File: config.mk
export PLATFORM = sky130hd
export DESIGN_NAME = seq_muldiv_unit_flat
export DESIGN_NICKNAME = d
export VERILOG_FILES = /design/src/rtl/seq_muldiv_if.sv /design/src/rtl/seq_muldiv_unit.sv /design/src/flat_wrapper.sv
export SDC_FILE = /design/constraint.sdc
export NUM_CORES = 1
export LEC_CHECK = 0
export CORE_MARGIN = 3
export CORE_UTILIZATION = 45
export CTS_BUF_LIST = sky130_fd_sc_hd__clkbuf_8
export DETAILED_ROUTE_END_ITERATION = 12
export SLEW_MARGIN = 10
export SYNTH_ARGS = -nofsm -noshare
export SYNTH_HDL_FRONTEND = slang
export SYNTH_SLANG_ARGS = --single-unit
File: constraint.sdc
create_clock -name clk -period 6.5 [get_ports clk]
set_clock_uncertainty 0.05 [all_clocks]
set_input_delay 1.95 -clock clk [delete_from_list [all_inputs] [get_ports clk]]
set_output_delay 1.95 -clock clk [all_outputs]
set_load 0.05 [all_outputs]
File: src/rtl/seq_muldiv_if.sv
// Start/busy/done request bus between the EX stage and the multi-cycle mul/div unit.
// master = CPU side (drives start/op/a/b), slave = unit side (drives results and status).
interface seq_muldiv_if #(
   parameter int WIDTH = 32
);
   // Handshake: start is sampled only while the unit is idle; the operation is accepted
   // on that edge, busy is high from the next cycle, and done pulses for exactly one
   // cycle with hi/lo/div_zero valid. start seen while busy or in DONE is dropped.
   logic             start;
   logic [1:0]       op;
   logic [WIDTH-1:0] a;
   logic [WIDTH-1:0] b;
   logic             busy;
   logic             done;
   logic [WIDTH-1:0] hi;
   logic [WIDTH-1:0] lo;
   logic             div_zero;

   modport master (output start, op, a, b, input busy, done, hi, lo, div_zero);
   modport slave  (input start, op, a, b, output busy, done, hi, lo, div_zero);
endinterface

File: src/rtl/seq_muldiv_unit.sv
// Iterative signed/unsigned multiply and restoring divide, one bit per cycle,
// producing a HI/LO pair (product halves, or remainder/quotient).
module seq_muldiv_unit #(
   parameter int WIDTH = 32
) (
   input  logic         clk,
   input  logic         rstn,
   seq_muldiv_if.slave  bus,
   output logic [1:0]   o_dbg_state
);
   localparam int CW = $clog2(WIDTH + 1);

   typedef enum logic [1:0] {
      S_IDLE = 2'd0,
      S_CALC = 2'd1,
      S_FIX  = 2'd2,
      S_DONE = 2'd3
   } state_t;

   state_t             r_state;
   logic [CW-1:0]      r_cnt;
   logic               r_is_div;
   logic               r_neg_q;
   logic               r_neg_r;
   logic [WIDTH-1:0]   r_mb;
   logic [2*WIDTH-1:0] r_acc;
   logic [WIDTH:0]     r_rem;
   logic [WIDTH-1:0]   r_res_hi;
   logic [WIDTH-1:0]   r_res_lo;
   logic               r_res_dz;
   logic               r_busy;
   logic               r_done;
   logic               r_dz;
   logic [WIDTH-1:0]   r_hi;
   logic [WIDTH-1:0]   r_lo;

   logic               w_signed;
   logic               w_is_div;
   logic [WIDTH-1:0]   w_abs_a;
   logic [WIDTH-1:0]   w_abs_b;
   logic [WIDTH-1:0]   w_addend;
   logic [WIDTH:0]     w_mul_sum;
   logic [WIDTH:0]     w_shift;
   logic [WIDTH:0]     w_diff;
   logic [2*WIDTH-1:0] w_prod_fix;
   logic [WIDTH-1:0]   w_quo_fix;
   logic [WIDTH-1:0]   w_rem_fix;

   assign w_signed = ~bus.op[0];
   assign w_is_div = bus.op[1];
   // Magnitudes stay unsigned in WIDTH bits, so -2^(W-1) maps to 2^(W-1) without overflow.
   assign w_abs_a  = (w_signed && bus.a[WIDTH-1]) ? -bus.a : bus.a;
   assign w_abs_b  = (w_signed && bus.b[WIDTH-1]) ? -bus.b : bus.b;

   // Multiply: multiplier sits in acc[W-1:0] and is shifted out LSB-first.
   assign w_addend  = r_acc[0] ? r_mb : {WIDTH{1'b0}};
   assign w_mul_sum = {1'b0, r_acc[2*WIDTH-1:WIDTH]} + {1'b0, w_addend};

   // Divide: dividend bits shift out of acc[W-1] into the remainder, quotient bits shift in.
   assign w_shift = {r_rem[WIDTH-1:0], r_acc[WIDTH-1]};
   assign w_diff  = w_shift - {1'b0, r_mb};

   assign w_prod_fix = r_neg_q ? -r_acc : r_acc;
   assign w_quo_fix  = r_neg_q ? -r_acc[WIDTH-1:0] : r_acc[WIDTH-1:0];
   assign w_rem_fix  = r_neg_r ? -r_rem[WIDTH-1:0] : r_rem[WIDTH-1:0];

   always_ff @(posedge clk) begin
      if (!rstn) begin
         r_state  <= S_IDLE;
         r_cnt    <= '0;
         r_is_div <= 1'b0;
         r_neg_q  <= 1'b0;
         r_neg_r  <= 1'b0;
         r_mb     <= '0;
         r_acc    <= '0;
         r_rem    <= '0;
         r_res_hi <= '0;
         r_res_lo <= '0;
         r_res_dz <= 1'b0;
         r_busy   <= 1'b0;
         r_done   <= 1'b0;
         r_dz     <= 1'b0;
         r_hi     <= '0;
         r_lo     <= '0;
      end else begin
         case (r_state)
            S_IDLE: begin
               r_done <= 1'b0;
               if (bus.start) begin
                  r_is_div <= w_is_div;
                  r_busy   <= 1'b1;
                  r_cnt    <= CW'(WIDTH);
                  r_rem    <= '0;
                  if (w_is_div) begin
                     r_mb    <= w_abs_b;
                     r_acc   <= {{WIDTH{1'b0}}, w_abs_a};
                     r_neg_q <= w_signed & (bus.a[WIDTH-1] ^ bus.b[WIDTH-1]);
                     r_neg_r <= w_signed & bus.a[WIDTH-1];
                     if (bus.b == '0) begin
                        r_res_hi <= bus.a;
                        r_res_lo <= '1;
                        r_res_dz <= 1'b1;
                        r_state  <= S_DONE;
                     end else begin
                        r_res_dz <= 1'b0;
                        r_state  <= S_CALC;
                     end
                  end else begin
                     r_mb     <= w_abs_a;
                     r_acc    <= {{WIDTH{1'b0}}, w_abs_b};
                     r_neg_q  <= w_signed & (bus.a[WIDTH-1] ^ bus.b[WIDTH-1]);
                     r_neg_r  <= 1'b0;
                     r_res_dz <= 1'b0;
                     r_state  <= S_CALC;
                  end
               end
            end
            S_CALC: begin
               r_cnt <= r_cnt - CW'(1);
               if (r_is_div) begin
                  r_rem            <= w_diff[WIDTH] ? w_shift : w_diff;
                  r_acc[WIDTH-1:0] <= {r_acc[WIDTH-2:0], ~w_diff[WIDTH]};
               end else begin
                  r_acc <= {w_mul_sum, r_acc[WIDTH-1:1]};
               end
               if (r_cnt == CW'(1)) r_state <= S_FIX;
            end
            S_FIX: begin
               if (r_is_div) begin
                  r_res_hi <= w_rem_fix;
                  r_res_lo <= w_quo_fix;
               end else begin
                  {r_res_hi, r_res_lo} <= w_prod_fix;
               end
               r_busy  <= 1'b0;
               r_state <= S_DONE;
            end
            S_DONE: begin
               r_hi    <= r_res_hi;
               r_lo    <= r_res_lo;
               r_dz    <= r_res_dz;
               r_done  <= 1'b1;
               r_busy  <= 1'b0;
               r_state <= S_IDLE;
            end
            default: r_state <= S_IDLE;
         endcase
      end
   end

   assign bus.busy     = r_busy;
   assign bus.done     = r_done;
   assign bus.hi       = r_hi;
   assign bus.lo       = r_lo;
   assign bus.div_zero = r_dz;
   assign o_dbg_state  = r_state;
endmodule
File: src/flat_wrapper.sv
// flat-port wrapper written by rule: the top's interface ports become plain ports
module seq_muldiv_unit_flat 
#(
   parameter int WIDTH = 32
)
  (clk, rstn, o_dbg_state, bus_start, bus_op, bus_a, bus_b, bus_busy, bus_done, bus_hi, bus_lo, bus_div_zero);
  seq_muldiv_if #(.WIDTH(WIDTH)) bus_i ();
  input  logic clk;
  input  logic rstn;
  output logic [1:0] o_dbg_state;
  input wire logic [$bits(bus_i.start)-1:0] bus_start;
  input wire logic [$bits(bus_i.op)-1:0] bus_op;
  input wire logic [$bits(bus_i.a)-1:0] bus_a;
  input wire logic [$bits(bus_i.b)-1:0] bus_b;
  output wire logic [$bits(bus_i.busy)-1:0] bus_busy;
  output wire logic [$bits(bus_i.done)-1:0] bus_done;
  output wire logic [$bits(bus_i.hi)-1:0] bus_hi;
  output wire logic [$bits(bus_i.lo)-1:0] bus_lo;
  output wire logic [$bits(bus_i.div_zero)-1:0] bus_div_zero;
  assign bus_i.start = bus_start;
  assign bus_i.op = bus_op;
  assign bus_i.a = bus_a;
  assign bus_i.b = bus_b;
  assign bus_busy = bus_i.busy;
  assign bus_done = bus_i.done;
  assign bus_hi = bus_i.hi;
  assign bus_lo = bus_i.lo;
  assign bus_div_zero = bus_i.div_zero;
  seq_muldiv_unit #(.WIDTH(WIDTH)) u_core (.clk(clk), .rstn(rstn), .bus(bus_i), .o_dbg_state(o_dbg_state));
endmodule
== After elaboration in Yosys (flattened, before gate mapping) ==
Index checks and enable logic that the tools add are counted.
Widths: inputs -> output; s select.
Operators by class
  reduce and logical (&&, ||, !) cells: 16
  bitwise operators: 5
  $add $sub $neg: 8
  multiply operators: 0
  divide/modulo/power cells: 0
  shifts and indexed selects: 0
  $lt $le $gt $ge: 0
  eq/ne operators: 10
  multiplexer cells: 39
Operator list (number)
  $mux 32: 20
  $pmux 32 s2: 3
  $mux 64: 2
  $neg 32->32: 4
  $pmux 64 s2: 1
  $neg 64->64: 1
  $add 32x32->33: 1
  $sub 33x32->33: 1
  $logic_not 32->1: 1
  $pmux 6 s2: 1
  $mux 2: 4
  $pmux 2 s4: 1
  $reduce_and 2->1: 4
  $reduce_bool 2->1: 4
  $eq 6x1->1 const B: 1
  $mux 6: 1
  $ne 2x1->1 const B: 3
  $ne 2x2->1 const B: 3
  $reduce_and 3->1: 2
  $sub 6x1->6 const B: 1
  $eq 2x2->1 const B: 2
  $mux 1: 4
  $pmux 1 s2: 2
  $reduce_and 4->1: 1
  7 further kinds: 10
Storage, ports and cells
  bits in latches: 0
  logic and storage cells: 95
  ROM bits: 0
  input port bits: 69
  memories kept: 0
  output and inout bits: 69
  flip-flop bits (word level): 271
  memory bits (writable): 0

== Depth between registers and ports, before layout ==
  depth in word-level cells: 6
  gate-level depth with buffers: 14
  depth with buffers taken out: 13

== Worst setup path before layout ==
OpenSTA, ideal clock, no wires.
  kind: input to register
  from: in bus_b[2]
  to: reg u_core.r_res_hi[26]
  data arrival time: 4.681 ns
  stages: 12
  path buffers: 4
  required time: 6.380 ns
  setup slack: 1.698 ns
  path through: or4_1 clkbuf_1 nor4_1 nand3b_1 or4_1 nor4_2 a22o_1 clkbuf_8 clkbuf_8 buf_2 o21ai_0 a21oi_1
Between the ends
  longest elaborated chain between the ends: 3
Ends and longest elaborated chain
  from (decl): line flat_wrapper.sv:14  | input wire logic [$bits(bus_i.b)-1:0] bus_b;
  $logic_not 32->1: line seq_muldiv_unit.sv:99  | if (bus.b == '0) begin
  $ne 2x1->1 (no line)
  $reduce_and 4->1 (no line)
  to (signal assigned): line seq_muldiv_unit.sv:100  | r_res_hi <= bus.a;
  to (signal assigned): line seq_muldiv_unit.sv:130  | r_res_hi <= w_rem_fix;
  to (signal assigned): line seq_muldiv_unit.sv:133  | {r_res_hi, r_res_lo} <= w_prod_fix;
  to (decl): line seq_muldiv_unit.sv:28  | logic [WIDTH-1:0] r_res_hi;
No other way between the ends.
A chain may end at the register's enable or synchronous reset.

== Worst setup path after layout ==
  from: in bus_b[2]
  to: reg u_core.r_res_hi[28]
The elaborated chain is that of the path after synthesis.

==> impl_metrics.tcl <==
set metrics [dict create \
    status "finished, final reports clean" \
    drt-total-wl_mm 62.9 \
    layout_common_cells "271 x nor2_1, 269 x dfxtp_1, 238 x nand2_1" \
    antenna_found_initial 1 \
    worst_pin_slew_ns 1.13 \
    global_route.overflow_total 0 \
    ir_worst_vdd_mv 0.163 \
    gp_congestion 0.950 \
    boundaryPins 138 \
    clock-sinks 271 \
    layout-drive-gt1-share_pct 6.76 \
    worstPathRequired_ns 6.98 \
    max-cap-violations 0 \
    r2r_end "u_core.r_res_hi[12]" \
    postCtsSetupBuffers 0 \
    maxSlewViolCount 0 \
    ant_nets 0 \
    hold_path.class "flop to flop" \
    ys_types 82 \
    drtIter0Drc 1514 \
    clk_latency_ns 0.65 \
    grt_util_all_layers_pct 28.1 \
    hold_violations 0 \
    cts_buffer_depth 3 \
    reg2reg_from "u_core.r_acc[24]" \
    synth_edf_count 0 \
    pre_cts_ws_ns 0.381 \
    design_area_sq_mm 0.0209 \
    die_x_um 207 \
    worst_ep_arrival_time_ns 6.02 \
    crit_fanout 44 \
    die_y_um 207 \
    crit_path_end "u_core.r_res_hi[28]" \
    io_buffers 137 \
    post-route-drc-count 0 \
    setup_viol 0 \
    powerDensity_mw_per_mm2 305 \
    synth_seq_cells 271 \
    grt_max_degree 87 \
    syn_area_sq_mm 0.0182 \
    min_period_over_period_pct 85.1 \
    r2r_slack_ns 2.03 \
    clock-root-buffer "clkbuf_8" \
    reg2regPathDepth 9 \
    via_count 17386 \
    dp_hpwl_mm 46.6 \
    path_clk_slew_ns 0.06 \
    synth_flop_cell "dfxtp_1" \
    fin_ws_ns 0.967 \
    ctsHoldBuffers 0 \
    synthCells 2327 \
    dieArea_sq_mm 0.0429 \
    worstSetupStartpointType "input port" \
    min_from "u_core.r_mb[17]" \
    cp-end-kind "flop" \
    syn-num-nets 2472 \
    async_flop_share_pct 0 \
    max_freq_mhz 181 \
    tns_ns 0 \
    nets 2534 \
    mostFrequentLayoutCell "nor2_1" \
    crit_start "bus_b[2]" \
    fp-row-count 73 \
    numCtsBuffers 50 \
    rsz0062_at_grt "false" \
    diodes 0 \
    coreArea_sq_mm 0.0398 \
    grt_pass1_vias 16189 \
    postPlaceCellArea_sq_mm 0.0198 \
    syn_area_per_cell_sq_um 7.83 \
    h-tree-depth 2 \
    drtPass1Iterations 5 \
    areaGrowthSynthToFinish_pct 14.6 \
    cts_tree "yes" \
    min_period_ns 5.53 \
    initial_core_util_pct 45.7 \
    p_leak_nw 7.87 \
    wire_per_inst_um 21.3 \
    yosys_warnings 0 \
    yosysSeqAreaShare_pct 29.8 \
    cts-resized-gates 0 \
    post_drt_via_cell_ratio 5.89 \
    slew_headroom_pct 24.9 \
    fill_cells 3859 \
    grt_pass1_wl_mm 95.8 \
    path_class "input port to flop" \
]
==> report_power, final <==
part / total, mW / switching, mW / internal (mW)
Clock: 1.73 / 0.780 / 0.950
Combinational: 2.42 / 1.55 / 0.874
Sequential: 2.21 / 0.306 / 1.90
==> critical path, cell delays in order <==
cell,delay (ns)
clkdlybuf4s50_1,0.48
or4_1,0.66
nor4_1,0.34
buf_4,0.19
nand3b_1,0.08
or4_1,0.45
nor4_2,0.40
a22o_4,0.56
nand3_1,0.50
o211ai_1,0.39
==> logic make-up after synthesis <==
kind of cell,count (synthesis),share of synthesized area (%)
compound gates,650,22.6
buf+inv,228,5.32
mux,147,8.27
simple gates,751,18.9
fa+ha+maj,76,5.30
xor+xnor,204,9.81
flops,271,29.8
==> flip-flops by register name, summed over array words and instances (netlist names) <==
signal	flops
u_core.r_acc	64
u_core.bus.hi	32
u_core.bus.lo	32
u_core.r_mb	32
u_core.r_rem	32
u_core.r_res_hi	32
u_core.r_res_lo	32
u_core.r_cnt	6
u_core.o_dbg_state	2
u_core.bus.busy	1
u_core.bus.div_zero	1
u_core.bus.done	1
u_core.r_is_div	1
u_core.r_neg_q	1
u_core.r_neg_r	1
u_core.r_res_dz	1
==> metal layers <==
| layer | vias up | track usage (%) | part of all wire, % |
|---|---|---|---|
| met5 | - | 0 | 0 |
| met4 | 0 | 12.6 | 4.5 |
| met3 | 126 | 5.51 | 6.8 |
| met2 | 555 | 43.5 | 44 |
| met1 | 8240 | 37.9 | 45 |
| li1 | 8465 | - | - |
==> synthesized netlist by cell type (all sizes together), types with 7 or more instances <==
cell / n / area, sq um
mux2: 28 / 315
nand4: 10 / 62.6
or3: 21 / 133
nor2b: 9 / 56.3
xor2: 118 / 1030
o221ai: 9 / 78.8
a22oi: 13 / 97.6
mux2i: 119 / 1190
o211ai: 20 / 150
nand3b: 7 / 52.6
nand3: 32 / 160
or2: 7 / 43.8
a31oi: 28 / 175
nor3: 49 / 245
a311oi: 27 / 236
inv: 71 / 267
buf: 30 / 153
clkbuf: 123 / 523
o21ai: 185 / 926
a21o: 32 / 240
o21bai: 8 / 60.1
nand2b: 21 / 131
o21a: 10 / 75.1
o31ai: 44 / 330
nor4b: 14 / 123
a21oi: 158 / 791
and3: 10 / 62.6
nand2: 238 / 893
dfxtp: 271 / 5430
ha: 74 / 926
xnor2: 86 / 753
nor2: 271 / 1020
a211oi: 48 / 365
or4: 18 / 143
o41ai: 18 / 158
nor4: 21 / 138
o22ai: 11 / 68.8
==> worst min path at each step <==
stage | cells past startpoint | to | slack, ns
6_report | 2 | u_core.r_mb[17] | 0.41
5_1_grt | 2 | u_core.r_mb[15] | 0.42
4_1_cts | 2 | u_core.r_mb[17] | 0.40
3_5_place_dp | 2 | u_core.r_mb[17] | 0.40
3_3_place_gp | 2 | u_core.r_mb[8] | 0.39
2_1_floorplan | 2 | u_core.r_res_hi[1] | 0.38
==> stage by stage <==
stage | util (%) | total power, mW | hold WS [ns] | instances
after CTS | 52.4 | 6.37 | 0.404 | 2951
after detailed placement | 49.8 | 4.62 | 0.397 | 2862
after floorplan | - | 3.88 | 0.382 | 2327
after global routing | 52.4 | 6.72 | 0.419 | 2951
after global placement | 49.8 | 4.59 | 0.391 | 2862
final | 52.4 | 6.36 | 0.407 | 2951
==> final cells by class <==
| type | instances | area [sq um] | area share (%) |
|---|---|---|---|
| clock inverter | 23 | 146 | 0.701 |
| clock buffer | 66 | 908 | 4.35 |
| timing repair buffer | 165 | 1580 | 7.59 |
| sequential | 271 | 5430 | 26.0 |
| tap | 525 | 657 | 3.15 |
| inverter | 73 | 279 | 1.34 |
| multi-input combinational | 1828 | 11900 | 56.9 |
No activity file was read; power rests on OpenSTA's default activity.
